### src/rtl/event_encoder_8to3_pkg.sv
// Shared constants, FSM state type and helpers for the 8-to-3 event encoder.
package event_encoder_8to3_pkg;

    localparam int N_EV   = 8;
    localparam int CODE_W = 3;

    typedef enum logic {
        ST_IDLE  = 1'b0,
        ST_OFFER = 1'b1
    } state_e;

    function automatic logic [N_EV-1:0] onehot(input logic [CODE_W-1:0] c);
        return N_EV'(1) << c;
    endfunction

endpackage

### src/rtl/event_encoder_8to3_rr_pick8.sv
// Combinational picker: lowest set index (fixed) or first set index at/after ptr
// searching cyclically (round-robin).
module event_encoder_8to3_rr_pick8
    import event_encoder_8to3_pkg::*;
(
    input  logic [N_EV-1:0]   vec_i,
    input  logic [CODE_W-1:0] ptr_i,
    input  logic              mode_i,
    output logic              found_o,
    output logic [CODE_W-1:0] code_o
);

    logic [CODE_W-1:0]   base;
    logic [2*N_EV-1:0]   dbl;
    logic [N_EV-1:0]     rot;
    logic [CODE_W-1:0]   off;

    // Rotate so the search start lands at bit 0, then find the lowest set bit.
    always_comb begin
        base = mode_i ? ptr_i : '0;
        dbl  = {vec_i, vec_i} >> base;
        rot  = dbl[N_EV-1:0];
        off  = '0;
        for (int i = N_EV - 1; i >= 0; i--) begin
            if (rot[i]) begin
                off = CODE_W'(i);
            end
        end
        found_o = |vec_i;
        code_o  = base + off;
    end

endmodule

### src/rtl/event_encoder_8to3.sv
// Event encoder: latches up to 8 event lines as pending and serves them one at a
// time as 3-bit codes over valid/ready, with fixed or round-robin arbitration.
module event_encoder_8to3
    import event_encoder_8to3_pkg::*;
#(
    parameter int MODE_RR = 1
) (
    input  logic              clk,
    input  logic              rst_n,
    input  logic [N_EV-1:0]   req_in,
    input  logic              clr,
    input  logic              ready_in,
    output logic              valid_out,
    output logic [CODE_W-1:0] code_out,
    output logic [N_EV-1:0]   pending,
    output logic              overflow
);

    localparam logic MODE_BIT = (MODE_RR != 0);

    state_e            state_q, state_d;
    logic [CODE_W-1:0] code_q, code_d;
    logic [CODE_W-1:0] rr_ptr_q, rr_ptr_d;
    logic [N_EV-1:0]   pend_q, pend_d;
    logic              ovf_q, ovf_d;

    logic              accept;
    logic [N_EV-1:0]   mask;
    logic [N_EV-1:0]   rem;
    logic [CODE_W-1:0] nxt_ptr;
    logic              found_p, found_r;
    logic [CODE_W-1:0] code_p, code_r;

    always_comb begin
        accept  = (state_q == ST_OFFER) && ready_in;
        mask    = accept ? onehot(code_q) : '0;
        rem     = pend_q & ~mask;
        nxt_ptr = code_q + CODE_W'(1);
    end

    event_encoder_8to3_rr_pick8 u_pick_pend (
        .vec_i  (pend_q),
        .ptr_i  (rr_ptr_q),
        .mode_i (MODE_BIT),
        .found_o(found_p),
        .code_o (code_p)
    );

    // Follow-on pick after an accept searches from just past the served code.
    event_encoder_8to3_rr_pick8 u_pick_rem (
        .vec_i  (rem),
        .ptr_i  (nxt_ptr),
        .mode_i (MODE_BIT),
        .found_o(found_r),
        .code_o (code_r)
    );

    always_comb begin
        state_d  = state_q;
        code_d   = code_q;
        rr_ptr_d = rr_ptr_q;
        pend_d   = rem | req_in;
        ovf_d    = ovf_q | (|(req_in & rem));
        unique case (state_q)
            ST_IDLE: begin
                if (found_p) begin
                    code_d  = code_p;
                    state_d = ST_OFFER;
                end
            end
            ST_OFFER: begin
                if (ready_in) begin
                    rr_ptr_d = nxt_ptr;
                    if (found_r) begin
                        code_d = code_r;
                    end else begin
                        state_d = ST_IDLE;
                    end
                end
            end
        endcase
        if (clr) begin
            pend_d   = '0;
            ovf_d    = 1'b0;
            rr_ptr_d = '0;
            state_d  = ST_IDLE;
            code_d   = code_q;
        end
    end

    always_ff @(posedge clk or negedge rst_n) begin
        if (!rst_n) begin
            state_q  <= ST_IDLE;
            code_q   <= '0;
            rr_ptr_q <= '0;
            pend_q   <= '0;
            ovf_q    <= 1'b0;
        end else begin
            state_q  <= state_d;
            code_q   <= code_d;
            rr_ptr_q <= rr_ptr_d;
            pend_q   <= pend_d;
            ovf_q    <= ovf_d;
        end
    end

    assign valid_out = (state_q == ST_OFFER);
    assign code_out  = code_q;
    assign pending   = pend_q;
    assign overflow  = ovf_q;

endmodule

### config.mk
export PLATFORM = sky130hd
export DESIGN_NAME = event_encoder_8to3
export DESIGN_NICKNAME = d
export VERILOG_FILES = /design/src/rtl/event_encoder_8to3_pkg.sv /design/src/rtl/event_encoder_8to3_rr_pick8.sv /design/src/rtl/event_encoder_8to3.sv
export SDC_FILE = /design/constraint.sdc
export NUM_CORES = 1
export LEC_CHECK = 0
export BUFFER_PORTS_ARGS = -buffer_cell sky130_fd_sc_hd__buf_2
export CORE_MARGIN = 5
export CORE_UTILIZATION = 40
export DETAILED_ROUTE_END_ITERATION = 7
export PLACE_DENSITY = 0.7
export SETUP_SLACK_MARGIN = 0.4
export SYNTH_ARGS = -nofsm -noshare
export SYNTH_HDL_FRONTEND = slang
export SYNTH_HIERARCHICAL = 1
export SYNTH_SLANG_ARGS = --single-unit
### constraint.sdc
create_clock -name clk -period 3.9 [get_ports clk]
set_input_delay 0.39 -clock clk [delete_from_list [all_inputs] [get_ports clk]]
set_output_delay 0.39 -clock clk [all_outputs]
set_load 0.01 [all_outputs]
# Yosys cells after proc, flatten, opt, wreduce, memory -nomap -nowiden
# Index checks and enable logic that the tools add are counted.
[totals] reg_bits=16 inputBits=12 output_inout_bits=13 word_cells=60
[classes] n_addsub=3 n_eq_ne=3 shift=3 muxes=31 bitwise_logic=7 reduce_logical=8
[ops] op="$mux 3" count=22
[ops] op="$shr 16x3->8" count=2
[ops] op="$reduce_or 8->1" count=3
[ops] op="$and 8x8->8" count=2
[ops] op="$mux 8" count=2
[ops] op="$not 8->8" count=1
[ops] op="$or 8x8->8" count=1
[ops] op="$shl 1x3->8 const A" count=1
[ops] op="$add 3x3->3" count=2
[ops] op="$pmux 3 s2" count=1
[ops] op="$mux 1" count=5
[ops] op="$ne 2x2->1 const B" count=2
[ops] op="$reduce_and 4->1" count=1
[ops] op="$reduce_bool 2->1" count=2
[ops] op="$add 3x1->3 const B" count=1
[ops] op="$ne 2x1->1 const B" count=1
[ops] op="$not 1->1" count=2
[ops] op="$pmux 1 s2" count=1
[ops] op="$reduce_and 2->1" count=1
[ops] op="$logic_and 1x1->1" count=1
[ops] op="$or 1x1->1" count=1

# Logic depth before layout (Yosys ltp)
# Gate-level depths: netlist of run 1.
[logic_depth] depth_word=17 mapped_depth=16 ltp_nobuf=16

# Hierarchy
# Netlist of run 1, hierarchy kept.
[by_module_without_submodules] module="event_encoder_8to3_rr_pick8" n_inst=2 cells_each=42 area_per_inst_um2=478.0 seq_area_each_um2=0.0
[by_module_without_submodules] module="event_encoder_8to3" n_inst=1 cells_each=91 area_per_inst_um2=889.6 seq_area_each_um2=400.4

# Worst setup path after synthesis of run 1
# OpenSTA, ideal clock, no wires.
[synth_timing] path_kind="flip-flop to flip-flop" startpoint="reg code_q[0] (netlist: code_out[0])" endpoint="reg code_q[2] (netlist: code_out[2])" setup_time_ps=128 arrival_ps=3373 required_ps=3772 path_slack_ps=399 stages_incl_launch_ff=17 path_buffers=0 synth_period_minus_slack_ps=3501 path_cell_list="dfrtp_1 ha_1 ha_1 inv_1 nand2_2 mux4_2 mux2_2 o21ai_1 nand2_1 a31oi_1 ha_1 inv_1 fa_1 xor2_1 xnor2_1 mux2i_1 a21oi_1"
[synth_between] elab_cells_between_ends=21 cone_classes="add/sub: 2; eq/ne: 1; shift: 2; mux: 12; bitwise: 2; reduce/logical: 2"
[synth_rtl] element="start: declaration" line_no="event_encoder_8to3.sv:22" text="logic [CODE_W-1:0] code_q, code_d;"
[synth_rtl] element="start signal: assignment" line_no="event_encoder_8to3.sv:100" text="code_q <= code_d;"
[synth_rtl] element="$add 3x1->3 (*)" line_no="event_encoder_8to3.sv:38" text="nxt_ptr = code_q + CODE_W'(1);"
[synth_rtl] element="via nxt_ptr[2]" line_no="event_encoder_8to3.sv:30" text="logic [CODE_W-1:0] nxt_ptr;"
[synth_rtl] element="$shr 16x3->8" line_no="event_encoder_8to3_rr_pick8.sv:21" text="dbl = {vec_i, vec_i} >> base;"
[synth_rtl] element="$mux 3 (8 in a row)" line_no="event_encoder_8to3_rr_pick8.sv:25" text="if (rot[i]) begin"
[synth_rtl] element="$add 3x3->3 (*)" line_no="event_encoder_8to3_rr_pick8.sv:30" text="code_o = base + off;"
[synth_rtl] element="via code_r[2]" line_no="event_encoder_8to3.sv:32" text="logic [CODE_W-1:0] code_p, code_r;"
[synth_rtl] element="$mux 3 (*)" line_no="event_encoder_8to3.sv:74" text="if (found_r) begin"
[synth_rtl] element="$mux 3 (*)" line_no="event_encoder_8to3.sv:72" text="if (ready_in) begin"
[synth_rtl] element="$pmux 3 s2 (*)" line_no="event_encoder_8to3.sv:64" text="unique case (state_q)"
# The timed path passes the listed nets; every way through them passes the cells marked *. The select of a mux whose other input is x is not followed.
# A chain may end at the register's enable or synchronous reset.

# Worst setup path after layout of run 1
[layout_timing] startpoint="reg code_q[1] (netlist: code_out[1])" endpoint="reg code_q[2] (netlist: code_out[2])"
# The elaborated chain is that of the path after synthesis.

==> run summary, run 1 <==
The design draws 1.34 mW. The run gives 752 uW as the design internal power. The flow ran to the end, and the final reports show no timing, DRC or antenna violations.

Antenna diode count: 0. The tools report the root buffer cell as clkbuf_8. The analysis attributes to cell leakage a power of 1.02 nW. The logs give 1 for the total number of H-tree levels and 6 for the number of warnings printed during yosys synthesis.

Once detail routing completed, the nets flagged for antenna violations numbered 0. The logs give 71.4% for the combinational group share of total power and 0 for the max-slew violation count. STA classifies the critical path endpoint as a flip-flop. After detailed routing, the total wire length is 4.56 mm. After synthesis, the largest area contributor takes up 21.7% of total cell area. After synthesis, the netlist uses 40 different library cells. The reg-to-reg endpoint was code_out[2].

The total of hold buffers inserted after clock tree synthesis is 0. STA puts the critical path data arrival time at 3550 ps. Measured in cells, the most critical reg-to-reg path has a length of 16.

At the end of routability-driven placement, the weighted congestion stood at 0.837. The worst supply voltage drop on vdd was 0.234 mV. The logs give 3 for the CTS buffer count and 24 for the number of standard-cell rows in the floorplan. The most critical setup path has its endpoint at code_out[2].

The worst setup path is launched from a flip-flop. The die covers 6070 um^2. The first global-routing pass estimated 7.45 mm of wire. The mapped netlist covers 1850 um^2.

Dividing total power by cell area gives a power density of 607 nW/um^2. Setup repair after global routing could not meet its margin everywhere. The synthesized area divided by synthesized cell count was 10.5 um^2; the die extent in y was 77.9 um. The number of hold-slack violations in the final timing report came out at 0. Timing would allow up to 293 MHz. The number of sinks driven by the clock tree is 16. TritonCTS built the clock tree.

Of all cell types, the one taking the most synthesized area is dfrtp_1. Remaining design rule violation count: 0. For the clock network fraction of design power, the log shows 11.3%. Once the floorplan was initialized, standard cells occupied 41.8% of the core. The number of filler cells placed in the layout was 397; the clock network latency to the later pin of the worst-skew pair was 250 ps. Of the synthesized area, sequential elements account for 21.7%.

The critical path starts at code_out[1]. For the final setup violation count, the log shows 0. The tools report the largest net degree at the start of global routing as 17. At the pin with the least slew margin, the transition time is 486 ps. The initial antenna violation count is 0, and the via total after detailed routing is 1544.

The count of max-cap constraint violations was 0; the share of power burned in registers was 17.3%. Along the worst path, the maximum fanout reaches 6. The worst hold path belongs to the class in -> async. The run gives 591 uW as the switching power summed over all nets. Global routing finished with a remaining overflow of 0.

The synthesized design contains 16 register bits. The die is 77.9 um wide. By area the synthesized netlist is led by dfrtp_1, mux4_2, mux2i_1. The area growth from synthesis to final layout was 19.9%. The core area is 4410 um^2. Maximum clock skew at final layout: 7.70 ps. The run gives 0 ps as the final setup TNS. The count of nets after finishing was 238. The number of global-route vias before repair is 1501, and the number of buffers on the longest clock path is 2.

After technology mapping, the gate count stands at 175. Once detailed placement completed, the half-perimeter wirelength came to 3.32 mm. The worst-case register-to-register setup slack came out at 490 ps.

The data required time of the worst path is 4040 ps, and the number of port buffers is 24. For the core occupancy in the finished layout, the log shows 50.1%. The share of total power consumed by net switching was 44.0%. Counting I/O delays and the setup requirement, the final critical path takes 3410 ps.

For this run, the total global-route usage over all layers was measured as 14.9%. In the layout the commonest cells are nor2_1, buf_2, inv_1, dfrtp_1, mux2i_1. The startpoint of the worst-slack reg-to-reg timing path is code_out[1]. The pre-antenna-repair detailed-routing pass consisted of 4 iterations. The count of routing violations after the opening detailed-route iteration was 91; the proportion of layout cells with a drive suffix above 1 was 39.5%.

The number of vias per cell after detailed routing is 5.78. The headroom to the max-slew limit is 67.2%, and the clock slew at the register clock pins of the worst setup and hold paths is 70 ps. Pin placement for this block handled 25 I/O pins. In the final routed layout, each cell accounts on average for 17.1 um.

Dividing the final minimum period by the clock period gives 87.4%. The critical path start-end classification is reg -> reg.
[sequential cells by signal, summed over array words and instances (netlist names)]
name,count
code_out,3
overflow,1
pending,8
rr_ptr_q,3
valid_out,1
[worst min path at each step]
stage	startpoint	endpoint	slack, ps	depth (start not counted)
5_1_grt	rst_n	code_out[0]	80	1
4_1_cts	rst_n	pending[4]	50	1
6_report	rst_n	overflow	40	1
3_5_place_dp	rst_n	pending[3]	330	1
3_3_place_gp	rst_n	pending[3]	330	1
2_1_floorplan	rst_n	code_out[0]	90	0
[synthesized netlist by cell type (all sizes together)]
cell     count
nor2        24
mux2i       19
inv         17
dfrtp       16
mux4        16
nand2       16
a21oi        9
ha           8
o21ai        6
a31oi        5
a41oi        5
and2         5
buf          4
nor4         4
fa           2
mux2         2
nand3        2
o2111ai      2
xnor2        2
xor2         2
a221oi       1
a222oi       1
a22oi        1
a31o         1
clkbuf       1
conb         1
nand2b       1
nand4b       1
o22ai        1
[critical path, cell delays in order, from the launching register on]
cell     delay [ps]
dfrtp_1         430
ha_2            230
ha_4            270
inv_2            40
nand2_4         100
mux4_2          540
mux2_4          290
o21ai_2         100
nand2_1          60
a31oi_1         150
ha_2            200
inv_2            40
fa_2            360
xor2_2          150
xnor2_1         120
mux2i_1         140
a21oi_1          80
[routing by layer]
metal | up-vias | share of wire [%] | global-route usage [%]
met1 | 759 | 40 | 20.2
li1 | 730 | - | -
met4 | 0 | 0.55 | 2.03
met5 | - | 0 | 0
met2 | 49 | 54 | 25.9
met3 | 6 | 5.8 | 1.97
[power by group through the flow]
| stage | clock network [mW] | registers [mW] | logic (mW) |
|---|---|---|---|
| after floorplan | 0 | 0.244 | 0.649 |
| after global placement | 0 | 0.234 | 0.816 |
| after detailed placement | 0 | 0.238 | 0.823 |
| after CTS | 0.155 | 0.231 | 0.864 |
| after global routing | 0.161 | 0.237 | 1.05 |
| final | 0.152 | 0.232 | 0.959 |
[layout make-up]
cell class | count | area (um^2) | share of cell area (%)
multi-input cells | 142 | 1420 | 64.0
inverters | 17 | 63.8 | 2.88
flip-flops and latches | 16 | 402 | 18.2
clock buffers | 4 | 55.1 | 2.49
repair buffers | 36 | 210 | 9.50
well taps | 52 | 65.1 | 2.94
[metrics by stage]
stage / hold WS [ps] / instances / cell area [um^2] / setup WS (ps)
2_1_floorplan: 94.4 / 180 / 1870 / 458
3_3_place_gp: 325 / 257 / 2050 / 407
3_5_place_dp: 330 / 257 / 2050 / 308
4_1_cts: 54.6 / 265 / 2140 / 430
5_1_grt: 79.8 / 267 / 2210 / 346
6_report: 42.1 / 267 / 2210 / 490
[timing repair]
item	CTS	global route
resized for setup	0	15
setup buffers	4	2
setup endpoints to repair	1	2
pin swaps	1	10
[cell families (layout without fill, tap and decap cells)]
group | Yosys count | after routing | share of synthesized area, %
buffers and inverters | 22 | 57 | 6.10
muxes | 37 | 37 | 34.6
adders and majority gates | 10 | 10 | 7.59
AOI/OAI and AO/OA | 32 | 32 | 14.2
other | 1 | 6 | 0.203
and+or+nand+nor | 53 | 53 | 13.8
xor gates and xnor gates | 4 | 4 | 1.90
DFF | 16 | 16 | 21.7
Note: power is estimated with default switching activity, not from simulation.
==> run 2, diff against run 1 <==
- clock period: 3.9 -> 3.7 ns (I/O delays scaled with it)
==> run summary, run 2 (synthesized netlist as in run 1, its figures left out) <==
The run finished with clean final reports. The startpoint type of the worst setup path is a flip-flop (unchanged). The design area came out at 2250 um^2 (was 2210 um^2). The share of total power consumed by net switching is 43.8% (was 44.0%).

Cell with the largest stage delay on the worst path: mux4_2 (unchanged). The number of standard-cell rows in the floorplan was 24 (unchanged). The depth of the most critical reg-to-reg path is 16 (unchanged), and the global-route wire length before repair is 7.36 mm (was 7.45 mm). The tools report the maximum clock skew at final layout as 3.93 ps (was 7.70 ps). The overall routed net length is 4.38 mm (was 4.56 mm), and the post-placement setup slack is 40.8 ps (was 308 ps). The instance area after placement is 2040 um^2 (was 2050 um^2), and the final setup violation count is 0 (unchanged). Cell breakdown of the critical path: ha_4, ha_4, inv_2, nand2_4, mux4_2, mux2_4, o21ai_2, nand2_1, a31oi_1, ha_2, inv_2, fa_2, xor2_1, xnor2_1, mux2i_1, a21oi_1 (was ha_2, ha_4, inv_2, nand2_4, mux4_2, mux2_4, o21ai_2, nand2_1, a31oi_1, ha_2, inv_2, fa_2, xor2_2, xnor2_1, mux2i_1, a21oi_1). Setup repair after global routing could not meet its margin everywhere.

Wire length per cell: 16.3 um (was 17.1 um). For the detailed-router iteration count before antenna repair, the log shows 5 (was 4). Clock slew at the register clock pins of the worst setup and hold paths: 70 ps (about the same). For the clock network fraction of design power, the log shows 10.7% (was 11.3%). The die extent in y is 77.9 um (unchanged). The highest achievable clock rate came out at 293 MHz (about the same). The power per cell area came out at 652 nW/um^2 (was 607 nW/um^2). The path category of the worst min-delay check is in -> async (unchanged). Antenna diode count: 0 (unchanged). The startpoint of the worst-slack reg-to-reg timing path is code_out[0] (was code_out[1]).

The width of the die is 77.9 um (unchanged), and the initial antenna violation count is 0 (unchanged). The critical path start-end classification is reg -> reg (unchanged). Design internal power: 824 uW (was 752 uW).

The highest fanout seen on the critical path is 5 (was 6). TritonCTS built the clock tree. Top-level I/O count: 25 (unchanged).

The flip-flop count of the largest register after layout came out at 8 (unchanged). For the data required time of the worst path, the log shows 3830 ps (was 4040 ps). The tools report the number of routed nets with antenna violations as 0 (unchanged). The run gives 239 (was 238) as the count of nets after finishing.

The max-slew violation count is 0 (unchanged), and the CTS buffer count is 3 (unchanged). The combinational group share of total power is 72.0% (was 71.4%), and the data arrival at the endpoint of the critical path is 3540 ps (was 3550 ps). The standby leakage power was 1.01 nW (was 1.02 nW); the proportion of layout cells with a drive suffix above 1 was 42.6% (was 39.5%). The number of buffers on the longest clock path came out at 2 (unchanged). The logs give 0.327 mV (was 0.234 mV) for the worst supply voltage drop on vdd and 289 ps (was 490 ps) for the minimum setup slack in the final design. The run gives 0 (unchanged) as the number of hold-slack violations in the final timing report. The logs give 17.3% (about the same) for the share of power burned in registers and 0 (unchanged) for the global-route congestion overflow total. The count of routing violations after the opening detailed-route iteration is 79 (was 91).

Most frequent cells in the layout: nor2_1, buf_2, mux2i_1 (was nor2_1, buf_2, inv_1, dfrtp_1, mux2i_1). The final period demand of the worst path came out at 3410 ps (about the same). The number of vias per cell after detailed routing works out to 5.85 (was 5.78). The run gives 16 (unchanged) as the number of sinks driven by the clock tree.

Type of element capturing the critical path: a flip-flop (unchanged). The portion of the clock cycle consumed by the worst path in the final layout was 92.2% (was 87.4%). The final setup TNS is 0 ps (unchanged), and the area growth from synthesis to final layout is 21.8% (was 19.9%). Largest net degree at the start of global routing: 17 (unchanged). The via total after detailed routing was 1568 (was 1544); the switching power summed over all nets was 641 uW (was 591 uW). Remaining design rule violation count: 0 (unchanged).

Count of max-cap constraint violations: 0 (unchanged). Total number of H-tree levels: 1 (unchanged). Root buffer cell: clkbuf_8 (unchanged).

The clock network latency to the later pin of the worst-skew pair is 250 ps (about the same), and the die area is 6070 um^2 (unchanged). The core area is 4410 um^2 (unchanged). The overall track demand over capacity in global routing was 14.7% (was 14.9%); the number of port buffers was 24 (unchanged).

The final weighted congestion in routability-driven placement was 0.827 (was 0.837); the delay of the slowest critical-path stage was 510 ps (was 540 ps). Sum of net half-perimeters after detailed placement: 3.28 mm (was 3.32 mm). The critical path startpoint is code_out[0] (was code_out[1]). The logs give 1570 (was 1501) for the number of global-route vias before repair and 41.8% (unchanged) for the initial standard-cell utilization of the core.
-- run 2: final timing paths --
kind | slack [ps] | end
worst max-delay path | 290 | code_out[2]
worst min-delay path | 30 | valid_out
worst max register to register | 290 | code_out[2]
worst min register to register | 530 | rr_ptr_q[0]
max in group asynchronous | 3390 | code_out[1]
min in group clk | 360 | pending[5]
-- run 2: worst max-delay path: cells and delay by family, from the launching register on --
family,cells,cell delay (ps)
and+or+nand+nor,2,140
AOI/OAI and AO/OA,3,380
xor gates and xnor gates,2,280
buffers and inverters,2,80
adders and majority gates,4,990
DFF,1,450
muxes,3,950
-- run 2: per-layer routing --
metal | up-vias | share of wire (%) | wire [um] | global-route usage (%)
met3 | 8 | 3.8 | 168 | 1.85
li1 | 732 | - | - | -
met4 | 0 | 1.2 | 51 | 2.03
met2 | 38 | 51 | 2240 | 26.5
met1 | 790 | 44 | 1920 | 19.2
met5 | - | 0 | 0 | 0
-- run 2: cell type report --
cell class / instances / area [um^2]
Inverter: 17 / 63.8
Multi-Input combinational cell: 142 / 1440
Clock buffer: 4 / 55.1
Fill cell: 377 / 2170
Sequential cell: 16 / 404
Tap cell: 52 / 65.1
Timing Repair Buffer: 37 / 218
-- run 2: per-stage QoR --
step / utilization (%) / std cells / hold WS [ps] / total power, mW
4_1_cts: 49.7 / 265 / 33.1 / 1.40
6_report: 50.9 / 268 / 25.9 / 1.47
3_3_place_gp: 46.1 / 255 / 299 / 1.11
2_1_floorplan: - / 180 / 74.4 / 0.942
5_1_grt: 50.9 / 268 / 52.8 / 1.59
3_5_place_dp: 46.1 / 255 / 305 / 1.13
-- run 2: power groups by stage --
stage	Combinational, mW	Sequential, mW	Clock, mW
after floorplan	0.683	0.259	0
after CTS	0.991	0.252	0.158
after global routing	1.17	0.257	0.169
after global placement	0.859	0.248	0
after detailed placement	0.874	0.252	0
final	1.06	0.253	0.157
-- run 2: what timing repair did --
action	4_1_cts	5_1_grt
setup endpoints to repair	2	2
hold buffers	0	0
setup buffers	6	3
pin swaps	8	7
gates resized for setup	15	7
